### config.mk
export PLATFORM = sky130hd
export DESIGN_NAME = flappy_game_sequencer
export DESIGN_NICKNAME = d
export VERILOG_FILES = /design/src/rtl/flappy_pkg.sv /design/src/rtl/flappy_lfsr16.sv /design/src/rtl/flappy_game_sequencer.sv
export SDC_FILE = /design/constraint.sdc
export NUM_CORES = 1
export LEC_CHECK = 0
export ABC_AREA = 1
export CAP_MARGIN = 20
export CORE_MARGIN = 2
export CORE_UTILIZATION = 28
export CTS_CLUSTER_SIZE = 28
export DETAILED_ROUTE_END_ITERATION = 10
export GPL_ROUTABILITY_DRIVEN = 1
export HOLD_SLACK_MARGIN = 0.05
export PLACE_DENSITY_LB_ADDON = 0.25
export SLEW_MARGIN = 20
export SYNTH_ARGS = -nofsm -noshare
export SYNTH_HDL_FRONTEND = slang
export SYNTH_SLANG_ARGS = --single-unit
### constraint.sdc
create_clock -name clk_clk -period 14.9 [get_ports clk_clk]
set_input_delay 1.49 -clock clk_clk [delete_from_list [all_inputs] [get_ports clk_clk]]
set_output_delay 1.49 -clock clk_clk [all_outputs]
set_load 0.03 [all_outputs]
### src/rtl/flappy_pkg.sv
// Shared types, game geometry/physics constants and small arithmetic helpers
// for the flappy game sequencer.
package flappy_pkg;

  typedef enum logic [1:0] {
    ST_IDLE  = 2'd0,
    ST_PLAY  = 2'd1,
    ST_DYING = 2'd2,
    ST_OVER  = 2'd3
  } game_state_t;

  localparam logic [15:0]        BIRD_X     = 16'd160;
  localparam logic [15:0]        BIRD_H     = 16'd24;
  localparam logic [15:0]        START_Y    = 16'd200;
  localparam logic [15:0]        GROUND_Y   = 16'd440;
  localparam logic [15:0]        FLOOR_Y    = GROUND_Y - BIRD_H;
  localparam logic signed [7:0]  GRAVITY    = 8'sd1;
  localparam logic signed [7:0]  FLAP_VEL   = -8'sd8;
  localparam logic signed [7:0]  VMAX       = 8'sd10;
  localparam logic [15:0]        PIPE_SPEED = 16'd2;
  localparam logic [15:0]        PIPE_START = 16'd640;
  localparam logic [15:0]        GAP_MIN    = 16'd64;

  localparam logic [15:0]        LFSR_SEED  = 16'hACE1;
  localparam logic [15:0]        LFSR_TAPS  = 16'hB400;

  function automatic logic [15:0] lfsr_next(input logic [15:0] s);
    lfsr_next = {1'b0, s[15:1]} ^ (s[0] ? LFSR_TAPS : 16'h0000);
  endfunction

  // Gravity step, clamped at terminal velocity; widened to avoid wrap.
  function automatic logic signed [7:0] vel_fall(input logic signed [7:0] v);
    logic signed [8:0] sum;
    sum = $signed({v[7], v}) + $signed({GRAVITY[7], GRAVITY});
    vel_fall = (sum > $signed({VMAX[7], VMAX})) ? VMAX : sum[7:0];
  endfunction

  // Position plus signed velocity, clamped at the top of the screen.
  function automatic logic [15:0] pos_add_vel(input logic [15:0] pos,
                                              input logic signed [7:0] v);
    logic [16:0] sum;
    sum = {1'b0, pos} + {{9{v[7]}}, v};
    pos_add_vel = sum[16] ? 16'd0 : sum[15:0];
  endfunction

endpackage

### src/rtl/flappy_lfsr16.sv
// Free-running 16-bit Galois LFSR (taps 16,14,13,11) used to pick pipe gaps.
module flappy_lfsr16
  import flappy_pkg::*;
(
  input  logic        clk,
  input  logic        rst_n,
  output logic [15:0] state
);

  // Advance every clock regardless of game state.
  always_ff @(posedge clk or negedge rst_n) begin
    if (!rst_n) begin
      state <= LFSR_SEED;
    end else begin
      state <= lfsr_next(state);
    end
  end

endmodule

### src/rtl/flappy_game_sequencer.sv
// Per-frame flappy game sequencer: bird physics, pipe scroll, scoring and the
// IDLE/PLAY/DYING/OVER machine. Define FLAPPY_HISCORE_EN to keep a best score.
module flappy_game_sequencer
  import flappy_pkg::*;
(
  input  logic        clk_clk,
  input  logic        reset_reset_n,
  input  logic        frame_tick,
  input  logic        press,
  input  logic        collide,
  output logic [15:0] bird_y,
  output logic [15:0] pipe_x,
  output logic [15:0] gap_y,
  output logic [15:0] score,
  output logic [1:0]  game_state,
  output logic        text_on,
  output logic [15:0] hiscore
);

  game_state_t       state_r;
  logic signed [7:0] vel_r;
  logic              press_q_r;
  logic              flap_pend_r;
  logic              hit_r;
  logic [7:0]        lfsr_byte_s;
  logic [7:0]        lfsr_unused_s;

  logic              flap_s, hit_s, wrap_s, scored_s, die_s, landed_s;
  logic signed [7:0] vel_play_s, vel_dy_s;
  logic [15:0]       bird_play_s, bird_dy_raw_s, bird_dy_s;
  logic [15:0]       pipe_next_s, gap_new_s, score_inc_s;

  flappy_lfsr16 u_lfsr (
    .clk   (clk_clk),
    .rst_n (reset_reset_n),
    .state ({lfsr_unused_s, lfsr_byte_s})
  );

  assign game_state = state_r;

  // Next-frame physics, pipe and scoring candidates for PLAY and DYING.
  always_comb begin
    flap_s        = flap_pend_r | (press & ~press_q_r);
    hit_s         = hit_r | collide;
    vel_play_s    = flap_s ? FLAP_VEL : vel_fall(vel_r);
    bird_play_s   = pos_add_vel(bird_y, vel_play_s);
    wrap_s        = (pipe_x < PIPE_SPEED);
    gap_new_s     = GAP_MIN + {8'd0, lfsr_byte_s};
    pipe_next_s   = wrap_s ? PIPE_START : (pipe_x - PIPE_SPEED);
    scored_s      = (pipe_x >= BIRD_X) && (pipe_next_s < BIRD_X);
    score_inc_s   = (score == 16'hFFFF) ? score : (score + 16'd1);
    die_s         = hit_s || (({1'b0, bird_play_s} + {1'b0, BIRD_H}) >= {1'b0, GROUND_Y});
    vel_dy_s      = vel_fall(vel_r);
    bird_dy_raw_s = pos_add_vel(bird_y, vel_dy_s);
    landed_s      = (bird_dy_raw_s >= FLOOR_Y);
    bird_dy_s     = landed_s ? FLOOR_Y : bird_dy_raw_s;
  end

  // Game state machine; everything advances only on frame_tick.
  always_ff @(posedge clk_clk or negedge reset_reset_n) begin
    if (!reset_reset_n) begin
      state_r     <= ST_IDLE;
      bird_y      <= START_Y;
      vel_r       <= 8'sd0;
      pipe_x      <= PIPE_START;
      gap_y       <= GAP_MIN;
      score       <= 16'd0;
      text_on     <= 1'b0;
      press_q_r   <= 1'b0;
      flap_pend_r <= 1'b0;
      hit_r       <= 1'b0;
    end else begin
      press_q_r <= press;
      case (state_r)
        ST_IDLE: begin
          if (frame_tick) begin
            if (flap_s) begin
              state_r     <= ST_PLAY;
              vel_r       <= FLAP_VEL;
              score       <= 16'd0;
              pipe_x      <= PIPE_START;
              gap_y       <= gap_new_s;
              flap_pend_r <= 1'b0;
              hit_r       <= 1'b0;
            end
          end else begin
            flap_pend_r <= flap_s;
          end
        end
        ST_PLAY: begin
          hit_r <= hit_s;
          if (frame_tick) begin
            vel_r       <= vel_play_s;
            bird_y      <= bird_play_s;
            pipe_x      <= pipe_next_s;
            flap_pend_r <= 1'b0;
            if (wrap_s) gap_y <= gap_new_s;
            if (scored_s) score <= score_inc_s;
            if (die_s) state_r <= ST_DYING;
          end else begin
            flap_pend_r <= flap_s;
          end
        end
        ST_DYING: begin
          if (frame_tick) begin
            vel_r  <= vel_dy_s;
            bird_y <= bird_dy_s;
            if (landed_s) begin
              state_r <= ST_OVER;
              text_on <= 1'b1;
            end
          end
        end
        ST_OVER: begin
          if (frame_tick) begin
            if (flap_s) begin
              state_r     <= ST_IDLE;
              bird_y      <= START_Y;
              vel_r       <= 8'sd0;
              text_on     <= 1'b0;
              flap_pend_r <= 1'b0;
            end
          end else begin
            flap_pend_r <= flap_s;
          end
        end
        default: begin
          state_r <= ST_IDLE;
        end
      endcase
    end
  end

`ifdef FLAPPY_HISCORE_EN
  logic [15:0] hiscore_r;

  // Best score latched on OVER entry; only the hard reset clears it.
  always_ff @(posedge clk_clk or negedge reset_reset_n) begin
    if (!reset_reset_n) begin
      hiscore_r <= 16'd0;
    end else if ((state_r == ST_DYING) && frame_tick && landed_s && (score > hiscore_r)) begin
      hiscore_r <= score;
    end
  end

  assign hiscore = hiscore_r;
`else
  assign hiscore = 16'd0;
`endif

endmodule

==> key figures <==
Clocking
  • Clock-pin slew on the worst setup and hold paths: 0.07 ns
  • TritonCTS buffer count: 9
  • Htree depth: 3
  • Root Driver: clkbuf_16
  • CTS Hold Bufs: 0
  • Post-CTS setup buffer count: 0
  • CTS tree: yes
  • Clk sink count: 86
  • Clock buffer depth: 2
  • # resized after CTS: 0
  • Skew-Pair Late Insertion Delay: approximately 0.35 ns

Setup path
  • Worst EP required: 15.14 ns
  • WP buf/inv: 5
  • FF-to-FF End: game_state[0]
  • Critical R2R Launch: vel_r[0]
  • Crit path capture type: flop
  • Setup crit end: game_state[0]
  • Worst Path Arrival: roughly 6.3 ns
  • Depth of the most critical reg-to-reg path: 34
  • CP Max Fanout: 12
  • Crit path largest cell delay: 0.61 ns
  • Crit Path Category: in2reg
  • Slowest stage cell on the critical path: a211oi_1
  • Worst path depth: 27
  • Largest delay contributor family on the critical path: simple AND/OR/NAND/NOR gates
  • CP startpoint kind: input pin
  • R2R setup slack: 9.38 ns
  • Crit. Startpoint: press

Timing
  • Fin crit share: 0.406
  • Worst-Margin Slew: 0.761 ns
  • Setup TNS: 0 ns
  • Slew headroom: 0.490
  • RSZ-0062 raised after global routing: no
  • Final Slew Violations: 0
  • Skew final: 0.0113 ns
  • Final setup vio count: 0
  • Tmin final: 6.05 ns
  • Final hold vios: 0
  • Fmax: approximately 170 MHz

Synthesis
  • Yosys reg bits: 86
  • Cells after Synth: 888
  • Post-synth top cells: nand2_1, inv_1, nor2_1
  • Post-synth ARST share: 1.00
  • Largest cells by area after synthesis: dfrtp_1, nand2_1, ha_1, inv_1, dfstp_2
  • Most frequent cell after synthesis: nand2_1
  • Post-Synthesis Cell Area: 6480 µm²
  • Avg Inst Size Synth: ~7.3 µm²
  • Post-synthesis cell type count: 52
  • Number of flops mapped to enable cells by yosys: 0
  • Synth Flop Type: dfrtp_1
  • Synth top area share: 0.278
  • Synth Warn #: 0
  • Sequential-to-total area share from yosys stat: 0.335
  • Largest area contributor in the netlist: dfrtp_1

Die
  • Ports: 88
  • Die ar.: 24400 µm²
  • Core area: 22600 µm²
  • Initial Util: 0.286
  • Site row count: 55
  • Die W: about 160 µm
  • Chip height: 156 µm

Status
  • Outcome: finished clean

Drt
  • Total iterations of the first detailed-routing run: 4
  • Vias: 5878
  • Post-route ant nets: 0
  • DR vias/cell: 4.72
  • # DRC: 0
  • Initial DRC count: 349
  • Wirelength per Cell: ~14 µm
  • Detailed Route WL: 17.6 mm

Global route
  • GRT Total Usage: 0.149
  • Global-route wire length before repair: 29.0 mm
  • Maximum number of pins on one net before global-route repair: 57
  • Initial antenna violation count: 0
  • Vias in the first global route: approximately 5700
  • Total gr overflow: 0

Final layout
  • Fraction of layout cells with a size suffix above 1: 0.0802
  • Filler cell count in the final layout: 2403
  • Area Growth Syn to Fin: 18.0%
  • Antenna cells: 0
  • Nets: 1004
  • Layout Cells excl Fill: 1245

Place
  • Routability cong.: 0.856
  • Port bufs: 63
  • Cells after DPL: 1229
  • Post-DP HPWL: 13.7 mm

Job
  • Max-cap check violation count: 0

Hold path
  • Hold WC Path Type: reg2reg
state kept, by name, summed over array words and instances (netlist names):
| name | flops |
|---|---|
| flap_pend_r | 1 |
| text_on | 1 |
| hit_r | 1 |
| vel_r | 8 |
| press_q_r | 1 |
| bird_y | 16 |
| pipe_x | 15 |
| game_state | 2 |
| u_lfsr.state | 16 |
| gap_y | 9 |
| score | 16 |
routing by layer:
layer  track usage  vias to the layer above  part of all wire
li1              -                     3048                 -
met1         0.206                     2706              0.49
met2         0.241                      112              0.45
met3        0.0364                       12             0.048
met4        0.0253                        0            0.0074
met5             0                        -                 0
stage by stage:
| stage | utilization | worst slack [ns] | instance area [µm²] | hold WS, ns |
|---|---|---|---|---|
| 2_1_floorplan | - | 9.68 | 6560 | 0.331 |
| 3_3_place_gp | 0.324 | 8.68 | 7350 | 0.335 |
| 3_5_place_dp | 0.324 | 8.50 | 7350 | 0.336 |
| 4_1_cts | 0.338 | 8.86 | 7650 | 0.366 |
| 5_1_grt | 0.338 | 8.29 | 7650 | 0.376 |
| 6_report | 0.338 | 8.85 | 7650 | 0.359 |
kinds of logic after synthesis:
family / Yosys count / synth area share
simple gates: 430 / 0.303
other cells: 1 / 0.000579
flops: 86 / 0.335
xor+xnor: 22 / 0.0297
fa+ha+maj: 44 / 0.0873
compound gates: 165 / 0.148
buf+inv: 140 / 0.0962
layout by cell type (no fill, tap or decap), drive strengths merged, types with 3 or more instances in the layout:
cell type / synthesis / final
a211oi: 4 / 4
a21o: 3 / 3
a21oi: 58 / 58
a22oi: 8 / 8
a31oi: 10 / 10
buf: 25 / 3
clkbuf: 7 / 10
clkdlybuf4s50: 0 / 62
clkinv: 1 / 3
conb: 1 / 24
dfrtp: 72 / 72
dfstp: 14 / 14
ha: 42 / 42
inv: 107 / 109
nand2: 227 / 227
nand3: 51 / 51
nand3b: 7 / 7
nand4: 10 / 10
nor2: 100 / 100
nor3: 25 / 25
nor4: 4 / 4
o211ai: 3 / 3
o21ai: 53 / 53
o21bai: 3 / 3
o22ai: 6 / 6
o31ai: 6 / 6
or2: 6 / 6
xnor2: 8 / 8
xor2: 14 / 14
worst min-delay path by stage:
stage | from | endpoint | slack (ns) | cells after the start
floorplan | u_lfsr.state[9] | u_lfsr.state[8] | 0.33 | 0
global placement | u_lfsr.state[9] | u_lfsr.state[8] | 0.33 | 0
detailed placement | u_lfsr.state[9] | u_lfsr.state[8] | 0.34 | 0
CTS | u_lfsr.state[12] | u_lfsr.state[11] | 0.37 | 0
global route | u_lfsr.state[7] | u_lfsr.state[6] | 0.38 | 0
finish | u_lfsr.state[12] | u_lfsr.state[11] | 0.36 | 0
cell type report:
class	instances	area, µm²	share of cell area
clock buffers	10	229	0.0299
inverters	108	405	0.0530
multi-input cells	685	3770	0.493
flip-flops and latches	86	2170	0.284
clock inverters	6	71.3	0.00933
repair buffers	65	643	0.0841
well taps	285	357	0.0466
Power is left out: the tool's default activity adds up to more than one toggle a clock period on the data nets, which glitch-free logic cannot reach.
